`config.mk`:
```
export PLATFORM = sky130hd
export DESIGN_NAME = tone_detector
export DESIGN_NICKNAME = d
export VERILOG_FILES = /design/src/rtl/tone_detector.sv
export SDC_FILE = /design/constraint.sdc
export NUM_CORES = 1
export LEC_CHECK = 0
export CORE_MARGIN = 1.5
export CORE_UTILIZATION = 56
export DETAILED_ROUTE_END_ITERATION = 8
export PLACE_DENSITY = 0.8
export SLEW_MARGIN = 20
export SYNTH_ARGS = -nofsm -noshare
export SYNTH_HDL_FRONTEND = slang
export SYNTH_SLANG_ARGS = --single-unit
export TNS_END_PERCENT = 100
```
`constraint.sdc`:
```
create_clock -name clk -period 2.6 [get_ports clk]
set_input_delay 0.52 -clock clk [delete_from_list [all_inputs] [get_ports clk]]
set_output_delay 0.52 -clock clk [all_outputs]
set_load 0.005 [all_outputs]
```
`src/rtl/tone_detector.sv`:
```
// tone_detector
//   Measures an asynchronous square wave in clk cycles. The input is
//   synchronised, glitch-filtered and edge-detected. The block then reports
//   the period and high time between consecutive filtered rising edges.
//
// Parameters
//   CNT_WIDTH      width of the period/high-time counters and outputs
//   GLITCH_CYCLES  consecutive differing samples needed before the filtered
//                  level follows the input (1..255)
//
// Ports
//   clk          system clock
//   rst_n        asynchronous active-low reset
//   enable       measurement enable; low returns the FSM to WAIT_EDGE
//   square_in    asynchronous square-wave input
//   period       cycles between the last two filtered rising edges
//   high_time    cycles the filtered level was high within that period
//   meas_valid   one-cycle pulse when period/high_time update
//   locked       a complete period has been measured since the last lock loss
//   signal_lost  sticky timeout flag, cleared by the next meas_valid
module tone_detector #(
  parameter int unsigned CNT_WIDTH     = 24,
  parameter int unsigned GLITCH_CYCLES = 4
) (
  input  logic                 clk,
  input  logic                 rst_n,
  input  logic                 enable,
  input  logic                 square_in,
  output logic [CNT_WIDTH-1:0] period,
  output logic [CNT_WIDTH-1:0] high_time,
  output logic                 meas_valid,
  output logic                 locked,
  output logic                 signal_lost
);

  typedef enum logic {
    WAIT_EDGE = 1'b0,
    MEASURE   = 1'b1
  } state_e;

  localparam logic [7:0]           GLITCH_LIM = GLITCH_CYCLES[7:0];
  localparam logic [CNT_WIDTH-1:0] CNT_MAX    = '1;
  localparam logic [CNT_WIDTH-1:0] CNT_ONE    = CNT_WIDTH'(1);

  state_e               state_q, state_d;
  logic                 s1_q, s2_q;
  logic                 filt_q, filt_d;
  logic                 filt_dly_q;
  logic [7:0]           glitch_cnt_q, glitch_cnt_d;
  logic [CNT_WIDTH-1:0] period_cnt_q, period_cnt_d;
  logic [CNT_WIDTH-1:0] high_cnt_q, high_cnt_d;
  logic [CNT_WIDTH-1:0] period_q, period_d;
  logic [CNT_WIDTH-1:0] high_time_q, high_time_d;
  logic                 meas_valid_q, meas_valid_d;
  logic                 locked_q, locked_d;
  logic                 signal_lost_q, signal_lost_d;
  logic                 rise;

  // Glitch filter: the level changes on the same edge the stability count
  // would reach GLITCH_CYCLES, giving a fixed 2+GLITCH_CYCLES pin-to-filt delay.
  always_comb begin
    filt_d       = filt_q;
    glitch_cnt_d = '0;
    if (s2_q != filt_q) begin
      if (glitch_cnt_q + 8'd1 == GLITCH_LIM) begin
        filt_d = s2_q;
      end else begin
        glitch_cnt_d = glitch_cnt_q + 8'd1;
      end
    end
  end

  assign rise = filt_q & ~filt_dly_q;

  always_comb begin
    state_d       = state_q;
    period_cnt_d  = period_cnt_q;
    high_cnt_d    = high_cnt_q;
    period_d      = period_q;
    high_time_d   = high_time_q;
    meas_valid_d  = 1'b0;
    locked_d      = locked_q;
    signal_lost_d = signal_lost_q;
    unique case (state_q)
      WAIT_EDGE: begin
        period_cnt_d = '0;
        high_cnt_d   = '0;
        if (enable && rise) begin
          period_cnt_d = CNT_ONE;
          high_cnt_d   = CNT_ONE;
          state_d      = MEASURE;
        end
      end
      MEASURE: begin
        if (!enable) begin
          state_d      = WAIT_EDGE;
          locked_d     = 1'b0;
          period_cnt_d = '0;
          high_cnt_d   = '0;
        end else if (rise) begin
          period_d      = period_cnt_q;
          high_time_d   = high_cnt_q;
          period_cnt_d  = CNT_ONE;
          high_cnt_d    = CNT_ONE;
          meas_valid_d  = 1'b1;
          locked_d      = 1'b1;
          signal_lost_d = 1'b0;
        end else if (period_cnt_q == CNT_MAX) begin
          state_d       = WAIT_EDGE;
          locked_d      = 1'b0;
          signal_lost_d = 1'b1;
          period_cnt_d  = '0;
          high_cnt_d    = '0;
        end else begin
          period_cnt_d = period_cnt_q + CNT_ONE;
          // The rise cycle already seeded the count with 1, so counting the
          // current filtered level here makes high_time equal the high phase.
          if (filt_q) begin
            high_cnt_d = high_cnt_q + CNT_ONE;
          end
        end
      end
      default: state_d = WAIT_EDGE;
    endcase
  end

  always_ff @(posedge clk or negedge rst_n) begin
    if (!rst_n) begin
      state_q       <= WAIT_EDGE;
      s1_q          <= 1'b0;
      s2_q          <= 1'b0;
      filt_q        <= 1'b0;
      filt_dly_q    <= 1'b0;
      glitch_cnt_q  <= '0;
      period_cnt_q  <= '0;
      high_cnt_q    <= '0;
      period_q      <= '0;
      high_time_q   <= '0;
      meas_valid_q  <= 1'b0;
      locked_q      <= 1'b0;
      signal_lost_q <= 1'b0;
    end else begin
      state_q       <= state_d;
      s1_q          <= square_in;
      s2_q          <= s1_q;
      filt_q        <= filt_d;
      filt_dly_q    <= filt_q;
      glitch_cnt_q  <= glitch_cnt_d;
      period_cnt_q  <= period_cnt_d;
      high_cnt_q    <= high_cnt_d;
      period_q      <= period_d;
      high_time_q   <= high_time_d;
      meas_valid_q  <= meas_valid_d;
      locked_q      <= locked_d;
      signal_lost_q <= signal_lost_d;
    end
  end

  assign period      = period_q;
  assign high_time   = high_time_q;
  assign meas_valid  = meas_valid_q;
  assign locked      = locked_q;
  assign signal_lost = signal_lost_q;

endmodule

```
**After elaboration in Yosys (flattened, before gate mapping)**

Cells that the tools add are included.
Widths: inputs -> output; s select.

- Add/sub/neg operators: 3
- Equal/unequal tests: 5
- Muxes and demuxes: 25
- Bitwise operators: 3
- Reduce and logical (&&, ||, !) cells: 6

Operators by type and width:

| kind | count |
|---|---|
| $mux 24 | 7 |
| $pmux 24 s2 | 2 |
| $add 24x1->24 const B | 2 |
| $eq 24x24->1 const B | 1 |
| $mux 8 | 2 |
| $mux 1 | 13 |
| $add 8x1->8 const B | 1 |
| $eq 8x3->1 const B | 1 |
| $reduce_and 3->1 | 2 |
| $ne 5x2->1 const B | 1 |
| $reduce_and 2->1 | 2 |
| $ne 3x1->1 const B | 1 |
| $not 1->1 | 2 |
| $pmux 1 s2 | 1 |
| $reduce_bool 2->1 | 1 |
| $and 1x1->1 | 1 |
| $logic_and 1x1->1 | 1 |
| $ne 1x1->1 | 1 |

- Bits in registers: 112
- Bits of input ports: 4
- Output and inout bits: 51
- Word-level logic and storage cells: 55

**Logic depth before layout (Yosys ltp)**

Gate-level depths: netlist of run 1.

- Depth in word-level cells: 6
- Depth in mapped cells: 8
- Mapped depth without buffers: 6

**Worst setup path before layout of run 1**

OpenSTA, ideal clock, no wires.

- Path type: register -> register
- Start: register period_cnt_q[0]
- End: register high_cnt_q[9]
- Library setup time: 121 ps
- Arrival: 2,061 ps
- Required time: 2,479 ps
- Slack: 418 ps
- Cell stages (with the launch flop): 8
- Buffers on the path: 1
- Period minus slack after synthesis: 2,182 ps
- Cell sequence: dfrtp_1 ha_1 nand3_1 or4_1 o21ai_2 buf_2 o21ai_0 a22o_1

- Longest elaborated chain between the ends: 5
- Elaborated cells on any way between the ends: 6
- Classes of those cells: 2 x eq/ne; 4 x mux

Ends and longest elaborated chain:

| element | line | RTL |
|---|---|---|
| start: declaration | 50 | `logic [CNT_WIDTH-1:0] period_cnt_q, period_cnt_d;` |
| start signal: assignment | 149 | `period_cnt_q <= period_cnt_d;` |
| $eq 24x24->1 (*) | 108 | `end else if (period_cnt_q == CNT_MAX) begin` |
| $mux 24 | 108 |  |
| $mux 24 | 100 | `end else if (rise) begin` |
| $mux 24 | 95 | `if (!enable) begin` |
| $pmux 24 s2 | 84 | `unique case (state_q)` |
| end signal: assignment | 150 | `high_cnt_q <= high_cnt_d;` |
| end: declaration | 51 | `logic [CNT_WIDTH-1:0] high_cnt_q, high_cnt_d;` |

Mark *: on every way between the ends. The rest lies on a longest branch, timed or not.
A chain may end at the register's enable or synchronous reset.

**Final worst setup path of run 1**

- Start: register period_cnt_q[0]
- End: register high_cnt_q[3]

The elaborated chain is that of the path after synthesis.

==> impl_metrics.yaml, run 1 <==
min_path:
  hp-class: "primary input to async pin"
global_route:
  grt_max_degree: 44
  overflow: 0
  grt_use_met1_pct: 27.6
  grt_pass1_vias: 3545
  grt_use_total_pct: 21.3
  gr-usage-met2_pct: 36.2
  grt_pass1_wl_um: 16500
  antenna_found_initial: 0
  globalRouteMet3Util_pct: 3.45
  grt_busiest_layer: "met2"
placed_design:
  port_buffers: 54
  place_congestion: 0.814
  dp_worst_setup_slack_ps: 262
  dp_hpwl_um: 6770
timing:
  fin_worst_skew_ps: 12.4
  tightest_slew_ps: 627
  hold_viol: 0
  layout_min_cycle_time_ps: 2310
  relSlewSlack_pct: 57.9
  setup_tns_ps: 0
  fmax_mhz: 432
  period_share_pct: 89.0
  rsz0062_at_grt: "false"
  report.final.setup_viol: 0
  drv_slew: 0
  setup_slack_ps: 286
cts:
  worstSkewPairLatency_ps: 360
  cts-buffers-inserted: 9
  hold_buffers: 0
  h-tree-depth: 3
  cts_tree: "built"
  clock-sinks: 112
  cts.repair.resized: 0
  clkTransAtPathRegs_ps: 110
  postCtsSetupBuffers: 0
  clockBufferDepth: 2
  cts_root_buffer: "clkbuf_8"
power_and_ir_drop:
  p_int_mw: 2.42
  ir_worst_vdd_mv: 0.360
  total_power_mw: 3.36
  swShare_pct: 28.1
  p_seq_share_pct: 56.4
  clockPowerShare_pct: 28.9
  p_comb_share_pct: 14.7
  powerDensity_nw_per_um2: 565
  p_switching_mw: 0.945
  p_leak_nw: 2.65
floorplan:
  core_region_area_um2: 8720
  die-area_um2: 9540
  num_rows: 34
  dieHeight_um: 97.7
  die_w_um: 97.7
  start_util_pct: 57.5
  io_pins: 55
setup_path:
  arrival_ps: 2540
  worst-path-max-fanout: 7
  rr_worst_depth: 7
  startpoint_type: "register"
  critPathKind: "register to register"
  cp.required_ps: 2830
  endpoint_kind: "register"
status:
  status: "finished, final reports clean"
routing:
  vias: 3640
  via_per_inst: 5.84
  drt_iter0_markers: 130
  wl_per_cell_um: 15.6
  detail-route-antenna-nets: 0
  postRouteWirelength_um: 9690
  drcViolationCount: 0
  drt_pass1_iterations: 4
synth:
  synth_ff_type: "dfrtp_1"
  synth_seq_cells: 112
  synth_area_um2: 5020
  postSynthAreaPerCell_um2: 11.3
  synthDistinctLibCells: 48
  ys_seq_area_share_pct: 55.8
  synth_nets: 453
  yosys_warnings: 0
  syn_inst: 446
  synth-edff-count: 0
  async_flop_share_pct: 100
final_layout:
  final_nets: 517
  antenna_cells: 0
  drive_above_1_share_pct: 16.9
  area_delta_synth_final_pct: 18.6
run:
  max-cap-violations: 0
cell type report:
type	instances	area (um2)
multi-input combinational	308	2110
sequential	112	2800
tap	108	135
clock inverter	4	28.8
timing repair buffer	70	683
clock buffer	12	155
fill	648	2770
inverter	9	33.8
logic make-up (layout without fill, tap and decap cells):
group / after synthesis / count (layout) / share of synthesized area [%]
AO/OA/AOI/OAI: 54 / 54 / 6.98
multiplexers: 47 / 47 / 10.5
XOR/XNOR: 30 / 30 / 5.24
flip-flops: 112 / 112 / 55.8
adder cells (fa/ha/maj): 3 / 3 / 0.748
buffers and inverters: 26 / 95 / 2.17
AND/OR/NAND/NOR: 174 / 174 / 18.5
cell usage in the layout, fill, tap and decap left out, drive strengths merged, types with 7 or more instances in the layout:
cell type and instances:
nand3 32, inv 9, xnor2 9, mux2 45, and4 7, nand2 32
a21oi 14, o21ai 17, clkbuf 12, nor2 40, clkdlybuf4s50 53, nand4 14
dfrtp 112, buf 17, or4 7, nor3 8, xor2 21
path summary, 6_finish.rpt:
kind | slack, ps | from | endpoint
max in group asynchronous | 1910 | rst_n | high_cnt_q[2]$_DFFE_PN0P_
worst max-delay path | 290 | period_cnt_q[0]$_DFF_PN0_ | high_cnt_q[3]$_DFFE_PN0P_
worst max register to register | 290 | period_cnt_q[0]$_DFF_PN0_ | high_cnt_q[3]$_DFFE_PN0P_
worst min-delay path | 70 | rst_n | high_cnt_q[14]$_DFFE_PN0P_
min in group clk | 360 | s1_q$_DFF_PN0_ | s2_q$_DFF_PN0_
worst min register to register | 360 | s1_q$_DFF_PN0_ | s2_q$_DFF_PN0_
synthesized netlist by cell type (all sizes together), types with 5 or more instances:
master / number / share of area (%)
and4: 7 / 1.2
a21oi: 14 / 1.4
o21ai: 17 / 1.8
nand4: 14 / 2.0
nor2b: 5 / 0.62
nor3: 8 / 0.80
xor2: 21 / 3.7
and2: 6 / 0.75
xnor2: 9 / 1.6
mux2: 45 / 10
inv: 9 / 0.67
clkbuf: 13 / 0.97
dfrtp: 112 / 56
or4: 7 / 1.0
nor2: 40 / 3.0
nand3: 32 / 3.2
nand2: 32 / 2.4
metal layers:
metal / part of all wire (%) / vias up
met2: 50 / 101
met5: 0 / -
met3: 3.7 / 17
met4: 1.8 / 0
met1: 44 / 1806
li1: - / 1716
registers in the layout, indices dropped and copies added (netlist names):
| register | count |
|---|---|
| period_cnt_q | 24 |
| filt_dly_q | 1 |
| meas_valid | 1 |
| state_q | 1 |
| high_cnt_q | 24 |
| s2_q | 1 |
| glitch_cnt_q | 8 |
| s1_q | 1 |
| filt_q | 1 |
| high_time | 24 |
| period | 24 |
| signal_lost | 1 |
| locked | 1 |
through the flow:
stage	hold slack (ps)	instances	utilization (%)	area, um2
after global routing	82.0	623	68.2	5950
after detailed placement	335	607	66.1	5770
after floorplan	224	446	-	5020
after CTS	66.0	623	68.2	5950
after global placement	334	607	66.1	5770
final	65.2	623	68.2	5950
power by group through the flow:
| stage | Clock (mW) | Sequential (mW) | Combinational [mW] |
|---|---|---|---|
| 3_5_place_dp | 0 | 1.93 | 0.498 |
| 5_1_grt | 1.06 | 1.91 | 0.546 |
| 4_1_cts | 0.996 | 1.89 | 0.500 |
| 6_report | 0.972 | 1.90 | 0.494 |
| 2_1_floorplan | 0 | 1.90 | 0.314 |
| 3_3_place_gp | 0 | 1.92 | 0.480 |
critical path, cell delays in order (launching register included):
cell	delay, ps
dfrtp_1	430
ha_1	210
nand3_1	100
buf_4	180
nor4_4	360
a211o_1	320
nand2_1	160
o311ai_0	420
Power figures use the tool's default switching activity.
==> run 2: changes to the inputs <==
Settings changed: SLEW_MARGIN 20 to not set.
==> results of run 2 <==
Same layout as run 1: the final DEF is identical, and so are final timing and power.
==> run 3: changes to the inputs <==
Settings changed: CTS_CLUSTER_SIZE set to 28, SKIP_CTS_REPAIR_TIMING set to 1.
==> results of run 3 <==
Same layout as run 1: the final DEF is identical, and so are final timing and power.
